==> src/rtl/seg7_scan_ctrl.sv <==
// seg7_scan_ctrl: N-digit multiplexed seven-segment controller. Sequential
// binary-to-BCD conversion behind a load/busy handshake, plus a refresh scanner.
module seg7_scan_ctrl #(
    parameter int unsigned NDIG        = 4,
    parameter int unsigned BIN_W       = 8,
    parameter int unsigned REFRESH_DIV = 18
) (
    input  logic                                       clk,
    input  logic                                       rst,
    input  logic                                       load,
    input  logic [BIN_W-1:0]                           bin,
    input  logic                                       sgn,
    input  logic [((NDIG > 1) ? $clog2(NDIG) : 1)-1:0] dot,
    input  logic                                       dot_en,
    input  logic                                       blank_lz,
    input  logic [1:0]                                 msg,
    output logic                                       busy,
    output logic [NDIG-1:0]                            disp_select,
    output logic [7:0]                                 disp_value
);

    localparam int unsigned IDX_W  = (NDIG > 1) ? $clog2(NDIG) : 1;
    localparam int unsigned WORK_W = 4 * NDIG;
    localparam int unsigned CNT_W  = (BIN_W > 1) ? $clog2(BIN_W) : 1;
    localparam int unsigned REF_W  = (REFRESH_DIV > 0) ? REFRESH_DIV : 1;

    localparam logic [1:0] MSG_NUM = 2'b00;
    localparam logic [1:0] MSG_OP  = 2'b01;
    localparam logic [1:0] MSG_VAL = 2'b10;
    localparam logic [1:0] MSG_ERR = 2'b11;

    localparam logic [7:0] SEG_BLANK = 8'hFF;
    localparam logic [7:0] SEG_MINUS = 8'hBF;
    localparam logic [7:0] SEG_O     = 8'hC0;
    localparam logic [7:0] SEG_R     = 8'hAF;
    localparam logic [7:0] SEG_E     = 8'h86;
    localparam logic [7:0] SEG_P     = 8'h8C;
    localparam logic [7:0] SEG_V     = 8'hC1;
    localparam logic [7:0] SEG_A     = 8'h88;
    localparam logic [7:0] SEG_L     = 8'hC7;

    function automatic longint unsigned pow10(input int unsigned n);
        longint unsigned p;
        p = 64'd1;
        for (int unsigned i = 0; i < n; i++) p = p * 64'd10;
        return p;
    endfunction

    localparam longint unsigned DEC_RANGE = pow10(NDIG);
    localparam longint unsigned BIN_RANGE = 64'd1 << BIN_W;

    // Reject configurations whose magnitude cannot fit the decimal digits.
    if (NDIG < 2 || NDIG > 8) begin : g_bad_ndig
        $error("seg7_scan_ctrl: NDIG=%0d outside 2..8", NDIG);
    end
    if (BIN_RANGE > DEC_RANGE) begin : g_bad_width
        $error("seg7_scan_ctrl: 2**BIN_W exceeds 10**NDIG (BIN_W=%0d NDIG=%0d)", BIN_W, NDIG);
    end

    function automatic logic [7:0] hex_glyph(input logic [3:0] n);
        logic [7:0] g;
        case (n)
            4'd0:    g = 8'hC0;
            4'd1:    g = 8'hF9;
            4'd2:    g = 8'hA4;
            4'd3:    g = 8'hB0;
            4'd4:    g = 8'h99;
            4'd5:    g = 8'h92;
            4'd6:    g = 8'h82;
            4'd7:    g = 8'hF8;
            4'd8:    g = 8'h80;
            4'd9:    g = 8'h90;
            default: g = SEG_BLANK;
        endcase
        return g;
    endfunction

    // Canned text, right-aligned to digit 0; characters past NDIG simply never get scanned.
    function automatic logic [7:0] text_glyph(input logic [1:0] code, input logic [31:0] pos);
        logic [7:0] g;
        g = SEG_BLANK;
        case (code)
            MSG_OP: begin
                if (pos == 32'd0) g = SEG_P;
                else if (pos == 32'd1) g = SEG_O;
            end
            MSG_VAL: begin
                if (pos == 32'd0) g = SEG_L;
                else if (pos == 32'd1) g = SEG_A;
                else if (pos == 32'd2) g = SEG_V;
            end
            MSG_ERR: begin
                if (pos == 32'd0 || pos == 32'd1) g = SEG_R;
                else if (pos == 32'd2) g = SEG_E;
            end
            default: g = SEG_BLANK;
        endcase
        return g;
    endfunction

    typedef enum logic [1:0] {
        IDLE   = 2'd0,
        CONV   = 2'd1,
        COMMIT = 2'd2
    } state_t;

    state_t state, state_n;
    logic   capture_c, step_c, commit_c;

    logic [BIN_W-1:0]  cap_bin;
    logic [WORK_W-1:0] work;
    logic [WORK_W-1:0] adj_c;
    logic [CNT_W-1:0]  bit_cnt;
    logic              cap_sgn;
    logic [IDX_W-1:0]  cap_dot;
    logic              cap_dot_en;

    logic [WORK_W-1:0] shadow_bcd;
    logic              sh_sgn;
    logic [IDX_W-1:0]  sh_dot;
    logic              sh_dot_en;
    logic              overflow;

    logic [REF_W-1:0]  ref_cnt;
    logic [IDX_W-1:0]  idx;

    always_ff @(posedge clk or posedge rst) begin : fsm_state
        if (rst) state <= IDLE;
        else     state <= state_n;
    end

    always_comb begin : fsm_next
        state_n   = state;
        capture_c = 1'b0;
        step_c    = 1'b0;
        commit_c  = 1'b0;
        case (state)
            IDLE: begin
                if (load) begin
                    capture_c = 1'b1;
                    state_n   = CONV;
                end
            end
            CONV: begin
                step_c = 1'b1;
                if (bit_cnt == '0) state_n = COMMIT;
            end
            COMMIT: begin
                commit_c = 1'b1;
                state_n  = IDLE;
            end
            default: state_n = IDLE;
        endcase
    end

    // Add-3 correction on every nibble ahead of the shift.
    always_comb begin : bcd_adjust
        adj_c = work;
        for (int i = 0; i < int'(NDIG); i++) begin
            if (work[4*i +: 4] > 4'd4) adj_c[4*i +: 4] = work[4*i +: 4] + 4'd3;
        end
    end

    always_ff @(posedge clk or posedge rst) begin : conv_dp
        if (rst) begin
            busy       <= 1'b0;
            cap_bin    <= '0;
            work       <= '0;
            bit_cnt    <= '0;
            cap_sgn    <= 1'b0;
            cap_dot    <= '0;
            cap_dot_en <= 1'b0;
            shadow_bcd <= '0;
            sh_sgn     <= 1'b0;
            sh_dot     <= '0;
            sh_dot_en  <= 1'b0;
            overflow   <= 1'b0;
        end else begin
            busy <= (state_n != IDLE);
            if (capture_c) begin
                cap_bin    <= bin;
                cap_sgn    <= sgn;
                cap_dot    <= dot;
                cap_dot_en <= dot_en;
                work       <= '0;
                bit_cnt    <= CNT_W'(BIN_W - 1);
            end
            if (step_c) begin
                work    <= {adj_c[WORK_W-2:0], cap_bin[BIN_W-1]};
                cap_bin <= cap_bin << 1;
                bit_cnt <= bit_cnt - CNT_W'(1);
            end
            // Shadow changes only here, so the display never sees a partial value.
            if (commit_c) begin
                shadow_bcd <= work;
                sh_sgn     <= cap_sgn;
                sh_dot     <= cap_dot;
                sh_dot_en  <= cap_dot_en;
                overflow   <= (work[WORK_W-1 -: 4] != 4'd0);
            end
        end
    end

    always_ff @(posedge clk or posedge rst) begin : scan_cnt
        if (rst) begin
            ref_cnt <= '0;
            idx     <= '0;
        end else begin
            ref_cnt <= ref_cnt + REF_W'(1);
            if (&ref_cnt) idx <= (idx == IDX_W'(NDIG - 1)) ? '0 : idx + IDX_W'(1);
        end
    end

    logic [31:0]     idx32, dot32, msd, top_shown, sign_pos;
    logic            dot_valid, show_minus;
    logic [3:0]      nib_c;
    logic [NDIG-1:0] sel_c;
    logic [7:0]      num_c, glyph_c;

    // Glyph for the digit currently being scanned.
    always_comb begin : digit_decode
        idx32 = 32'(idx);
        dot32 = 32'(sh_dot);
        msd   = '0;
        nib_c = '0;
        sel_c = '1;
        for (int i = 0; i < int'(NDIG); i++) begin
            if (idx32 == 32'(i)) begin
                nib_c    = shadow_bcd[4*i +: 4];
                sel_c[i] = 1'b0;
            end
        end
        for (int i = 0; i < int'(NDIG) - 1; i++) begin
            if (shadow_bcd[4*i +: 4] != 4'd0) msd = 32'(i);
        end
        dot_valid  = sh_dot_en && (dot32 < NDIG);
        top_shown  = (dot_valid && dot32 > msd) ? dot32 : msd;
        sign_pos   = blank_lz ? top_shown + 32'd1 : NDIG - 1;
        show_minus = sh_sgn && (shadow_bcd != '0) && (idx32 == sign_pos);

        if (idx32 == NDIG - 1)                num_c = show_minus ? SEG_MINUS : SEG_BLANK;
        else if (show_minus)                  num_c = SEG_MINUS;
        else if (blank_lz && idx32 > top_shown) num_c = SEG_BLANK;
        else                                  num_c = hex_glyph(nib_c);
        if (dot_valid && idx32 == dot32) num_c[7] = 1'b0;

        if (msg != MSG_NUM)  glyph_c = text_glyph(msg, idx32);
        else if (overflow)   glyph_c = text_glyph(MSG_ERR, idx32);
        else                 glyph_c = num_c;
    end

    always_ff @(posedge clk or posedge rst) begin : disp_out
        if (rst) begin
            disp_select <= '1;
            disp_value  <= SEG_BLANK;
        end else begin
            disp_select <= sel_c;
            disp_value  <= glyph_c;
        end
    end

endmodule
==> config.mk <==
export PLATFORM = sky130hd
export DESIGN_NAME = seg7_scan_ctrl
export DESIGN_NICKNAME = d
export VERILOG_FILES = /design/src/rtl/seg7_scan_ctrl.sv
export SDC_FILE = /design/constraint.sdc
export NUM_CORES = 1
export LEC_CHECK = 0
export CAP_MARGIN = 10
export CORE_MARGIN = 8
export CORE_UTILIZATION = 55
export DETAILED_ROUTE_END_ITERATION = 16
export PLACE_DENSITY = 0.8
export SYNTH_ARGS = -nofsm -noshare
export SYNTH_HDL_FRONTEND = slang
export SYNTH_SLANG_ARGS = --single-unit
export TNS_END_PERCENT = 50
==> constraint.sdc <==
create_clock -name clk -period 9.1 [get_ports clk]
set_input_delay 1.82 -clock clk [delete_from_list [all_inputs] [get_ports clk]]
set_output_delay 1.82 -clock clk [all_outputs]
set_load 0.05 [all_outputs]
---- Word level (Yosys, flattened, before mapping) ----
Memory sizes are Yosys's and may differ from the RTL's.
Cells that the tools add are included.
cells by class
  mux-type cells .......................... 45
  reduce and logical (&&, ||, !) cells .... 17
  divide/modulo/power cells ............... 0
  multipliers ............................. 0
  shifts and indexed selects .............. 0
  order comparisons ....................... 6
  bitwise operators ....................... 0
  add/subtract/negate cells ............... 8
  eq/ne operators ......................... 10
operators with widths
  kind                   number
  $mux 32                3
  $gt 2x32->1            2
  $mux 8                 8
  $mux 7                 5
  $add 32x1->32 const B  1
  $eq 2x32->1            1
  $mux 16                2
  $mux 4                 7
  $pmux 8 s3             1
  $add 18x1->18 const B  1
  $reduce_and 18->1      1
  $gt 4x3->1 const B     4
  $reduce_bool 16->1     1
  $add 4x2->4 const B    3
  $mux 6                 2
  $reduce_bool 4->1      3
  $eq 2x2->1 const B     5
  $mux 1                 10
  $mux 3                 3
  $eq 2x1->1 const B     3
  $mux 2                 3
  $reduce_bool 2->1      3
  $logic_and 1x1->1      5
  $logic_not 2->1        2
  other kinds (7)        7
word-level totals
  word-level logic and storage cells ...... 104
  RAM bits ................................ 0
  output and inout bits ................... 13
  memories ................................ 1
  input port bits ......................... 18
  latch bits .............................. 0
  memory bits (read-only) ................. 112
  flip-flop bits (word level) ............. 87
memories
  memory           words  width  rd ports  clocked after memory_dff  wr ports  RTL line  source
  (no name shown)  16     7      1         0                         0         62        case (n)

---- Longest topological paths before layout ----
  depth after elaboration ................. 15
  depth in mapped cells ................... 14
  mapped depth without buffers ............ 14

---- Worst setup path after synthesis ----
No wires, ideal clock.
  path kind ............................... input to register
  start ................................... input port load
  end ..................................... register work[15]
  setup slack ............................. 6162 ps
  library setup time ...................... 122 ps
  data required time ...................... 8978 ps
  path buffers ............................ 2
  arrival time ............................ 2817 ps
  cell stages on the path ................. 7
  path through ............................ nor2_1 -> or2_2 -> buf_2 -> inv_1 -> buf_2 -> o31ai_1 -> a32o_1
between the ends
  cells in the longest elaborated chain, start to end .. 3
RTL lines
  element                             RTL line  source
  from (decl)                         10        input logic load,
  $mux 1                              139       if (load) begin
  $mux 1                              137       case (state)
  $reduce_bool 2->1 (no source line)  n/a
  to (signal assigned)                189       work <= {adj_c[WORK_W-2:0], cap_bin[BIN_W-1]};
  to (decl)                           111       logic [WORK_W-1:0] work;
No other way between the ends.
A chain may end at the register's enable or synchronous reset.

---- Final worst setup path ----
  start ................................... register shadow_bcd[5]
  end ..................................... register disp_value[4]
between the ends
  cells in the longest elaborated chain, start to end .. 14
  elaborated cells on any way between the ends .. 23
  classes of those cells .................. add/sub: 1; order compare: 2; eq/ne: 1; mux: 12; reduce/logical: 6; memory: 1
RTL lines
  element                 RTL line  source
  from (decl)             118       logic [WORK_W-1:0] shadow_bcd;
  from (signal assigned)  195       shadow_bcd <= work;
  $reduce_bool 4->1       234       if (shadow_bcd[4*i +: 4] != 4'd0) msd = 32'(i);
  $mux 1                  234
  $mux 32                 234
  $gt 2x32->1             237       top_shown = (dot_valid && dot32 > msd) ? dot32 : msd;
  $logic_and 1x1->1       237
  $mux 32                 237
  $add 32x1->32           238       sign_pos = blank_lz ? top_shown + 32'd1 : NDIG - 1;
  $mux 32                 238
  $eq 2x32->1             239       show_minus = sh_sgn && (shadow_bcd != '0) && (idx32 == sign_pos);
  $logic_and 1x1->1       239
  $mux 8 *                242       else if (show_minus) num_c = SEG_MINUS;
  $mux 8 *                241       if (idx32 == NDIG - 1) num_c = show_minus ? SEG_MINUS : SEG_BLANK;
  $mux 8 *                248       else if (overflow) glyph_c = text_glyph(MSG_ERR, idx32);
  $mux 8 *                247       if (msg != MSG_NUM) glyph_c = text_glyph(msg, idx32);
  named net glyph_c[4]    218       logic [7:0] num_c, glyph_c;
  to (signal assigned)    258       disp_value <= glyph_c;
  to (decl)               19        output logic [7:0] disp_value
Mark *: on every way through the listed nets, which the timed path passes. The rest lies on a longest branch.

==> results.md <==
- Run status: completed
- Input/output buffers: 30
- Worst Path Max Fanout: 7
- Router iterations before antenna repair: 4
- Number of instances in the synthesized netlist: 419
- Worst path top cell family by delay: simple AND/OR/NAND/NOR gates
- Flops & latches, synth: 87
- Post-detailed-routing wire length: 8741 microns
- CP cell instances: nor4_1 -> and2b_4 -> ha_1 -> nand2_1 -> o211ai_2 -> mux2_4 -> ha_1 -> nor3b_1 -> a21oi_1 -> o22ai_1 -> nand4b_4 -> a311oi_1
- Upper clock frequency limit: 0.2749 GHz
- CP Capture Type: flop
- CTS resizes: 0
- Post-CTS Repair Setup Buffers: 0
- Max-cap violation count: 0
- DRT antenna net count: 0
- Required time of the critical path: 9.36 ns
- Period utilisation layout: 0.3997
- Number of failing hold endpoints at the final stage: 0
- CTS tree: built
- Total number of yosys warnings: 0
- Fraction of final layout cells with drive strength greater than 1: 0.1344
- Sinks on the clock net: 87
- Proportion of netlist area held by the largest area contributor: 0.4286
- Power density normalized to cell area: 296.5 nW/um^2
- Placement Cell Area: 4761 sq um
- Number of buffers created by CTS: 9
- Worst Path Class, Setup: flop to flop
- Combined area of all synthesized cells: 4379 sq um
- Top-count cell post-synth: dfrtp_1
- Delay of the slowest cell on the worst path: 0.55 ns
- Detailed-route DRC error count: 0
- Cells on Worst Hold Path: 1
- Ranking of synthesized cells by area: dfrtp_1 (43%), dfstp_2 (7.2%), ha_1 (6.6%), mux2_2 (4.6%), nand2_1 (4.0%)
- Main synth FF type: dfrtp_1
- Fin area: 4987 sq um
- Biggest area consumer among synthesized cells: dfrtp_1
- N_diodes: 0
- Starting DRT DRC Count: 205
- Final count of pins violating max slew: 0
- Footprint of the multi-input gates: 1993 sq um
- Sequential fraction of the synthesis area: 0.5006
- Worst setup skew after layout: 0.01352 ns
- Crit-path most repeated cell: ha_1
- Worst path bufs/invs: 0
- Synthesis-to-layout area growth: 13.89%
- Distinct cells, synth: 58
- Die outline height: 105.2 microns
- Final sum of negative setup slack: 0 ns
- Arrival time worst endpoint: 3.90 ns
- Clk pin slew, worst setup/hold paths: 0.09 ns
- Final setup fails: 0
- GR Overflow Total: 0
- Vias in the first global route: 3237
- Most frequent cells after synthesis: dfrtp_1 (75), nand2_1 (47), inv_1 (36), o21ai_0 (25), ha_1 (23)
- Total half-perimeter wirelength after legalization and detailed placement: 5915 microns
- Initial antenna violation count: 0
- Total die area: 11070 sq um
- Overall global routing resource usage: 0.1663
- RSZ-0062 raised after global routing: false
- Number of cell rows: 32
- Nets@finish: 490
- Via total after detailed routing: 3164
- # fillers: 587
- Stages on the worst setup path: 12
- Least-Margin Pin Slew: 1.109 ns
- Period minus WS final: 3.638 ns
- Reg-to-reg slack, setup: 5.46 ns
- Global placer's final weighted congestion: 0.9108
- Max Buffers Root-to-Sink: 2
- Async set or reset register ratio after synthesis: 1.000
- Vias per inst: 5.691
- Storage element area: 2192 sq um
- Pin count of the biggest net entering global routing: 88
- Post-Syn Area per Cell: 10.45 sq um
- Clock root buffer: clkbuf_8
- Worst min-delay path class: flop to flop
- Number of enable flip-flop cells after synthesis: 0
- Nets in the synthesized netlist: 460
- Quantity of hold-fixing buffers added after cts: 0
- Post-route total power: 1.479 mW
- Max IR drop VDD: 0.0001913 V
- Critical Path Start Type: flop
- Cell depth of the worst flop-to-flop path: 12
- Std-Cell Core Area: 7727 sq um
- Wire length of the first global-routing pass: 15080 microns
- IO Pins: 31
- Crit-path slowest cell: nor4_1
- Clk_lat worst skew: 0.36 ns
- Worst slew slack as a fraction of its limit: 0.2607
- Detailed-route wire length per cell: 15.72 microns
- Die width: 105.2 microns
- Starting utilization of the core area: 0.5667
- Maximum level of the CTS H-tree: 3
- Leakage power: 2.270 nW
flip-flops by register name, summed over array words and instances, names as in the netlist, 2 cells and up:
name and count:
idx 2, state 2, sh_dot 2, ref_cnt 18, cap_bin 8, disp_value 8
bit_cnt 3, disp_select 4, work 16, shadow_bcd 16, cap_dot 2
kinds of logic after synthesis:
logic type	count (synthesis)	share of synthesized area
buf+inv	49	0.04428
compound gates	94	0.1451
flops	87	0.5006
mux	19	0.04971
fa+ha+maj	23	0.06572
simple gates	125	0.1506
xor+xnor	22	0.04400
final timing paths:
| path | endpoint | start |
|---|---|---|
| min in group asynchronous | ref_cnt[3]$_DFF_PP0_ | rst |
| worst min register to register | ref_cnt[10]$_DFF_PP0_ | ref_cnt[10]$_DFF_PP0_ |
| max in group asynchronous | busy$_DFF_PP0_ | rst |
| worst min-delay path | ref_cnt[10]$_DFF_PP0_ | ref_cnt[10]$_DFF_PP0_ |
| worst max-delay path | disp_value[4]$_DFF_PP1_ | shadow_bcd[5]$_DFFE_PP0N_ |
| worst max register to register | disp_value[4]$_DFF_PP1_ | shadow_bcd[5]$_DFFE_PP0N_ |
final cells by class:
type | count | area share
sequential | 87 | 0.4395
multi-input combinational | 283 | 0.3996
timing repair buffer | 31 | 0.06172
inverter | 37 | 0.02810
tap | 102 | 0.02559
clock buffer | 9 | 0.02484
clock inverter | 7 | 0.02057
where the power goes:
part | leakage (nW) | switching (mW) | total, mW | internal (mW)
Clock | 0.110 | 0.147 | 0.305 | 0.157
Combinational | 1.08 | 0.323 | 0.565 | 0.242
Sequential | 1.08 | 0.101 | 0.609 | 0.508
metrics by stage:
step                        util  setup slack (ns)  instances  hold WS, ns
after floorplan                -             5.050        419       0.4337
after global placement    0.6161             5.333        540       0.4490
after detailed placement  0.6161             5.248        540       0.4571
after CTS                 0.6454             5.523        556       0.4731
after global routing      0.6454             5.330        556       0.5071
final                     0.6454             5.462        556       0.4661
layer usage:
layer / vias to the layer above / GRT usage / part of all wire
li1: 1531 / - / -
met1: 1542 / 0.2023 / 0.45
met2: 66 / 0.2603 / 0.48
met3: 25 / 0.04324 / 0.039
met4: 0 / 0.1009 / 0.032
met5: - / 0 / 0
cells in the final DEF, fill, tap and decap left out, drive strengths merged, types with 10 or more instances in the layout:
master and count:
a21oi 18, nand2 47, xnor2 17, nor2 18, dfrtp 75, nand3 10, ha 23, inv 38
o21ai 26, clkdlybuf4s50 30, mux2 19, dfstp 12
(Power assumes the default switching activity.)
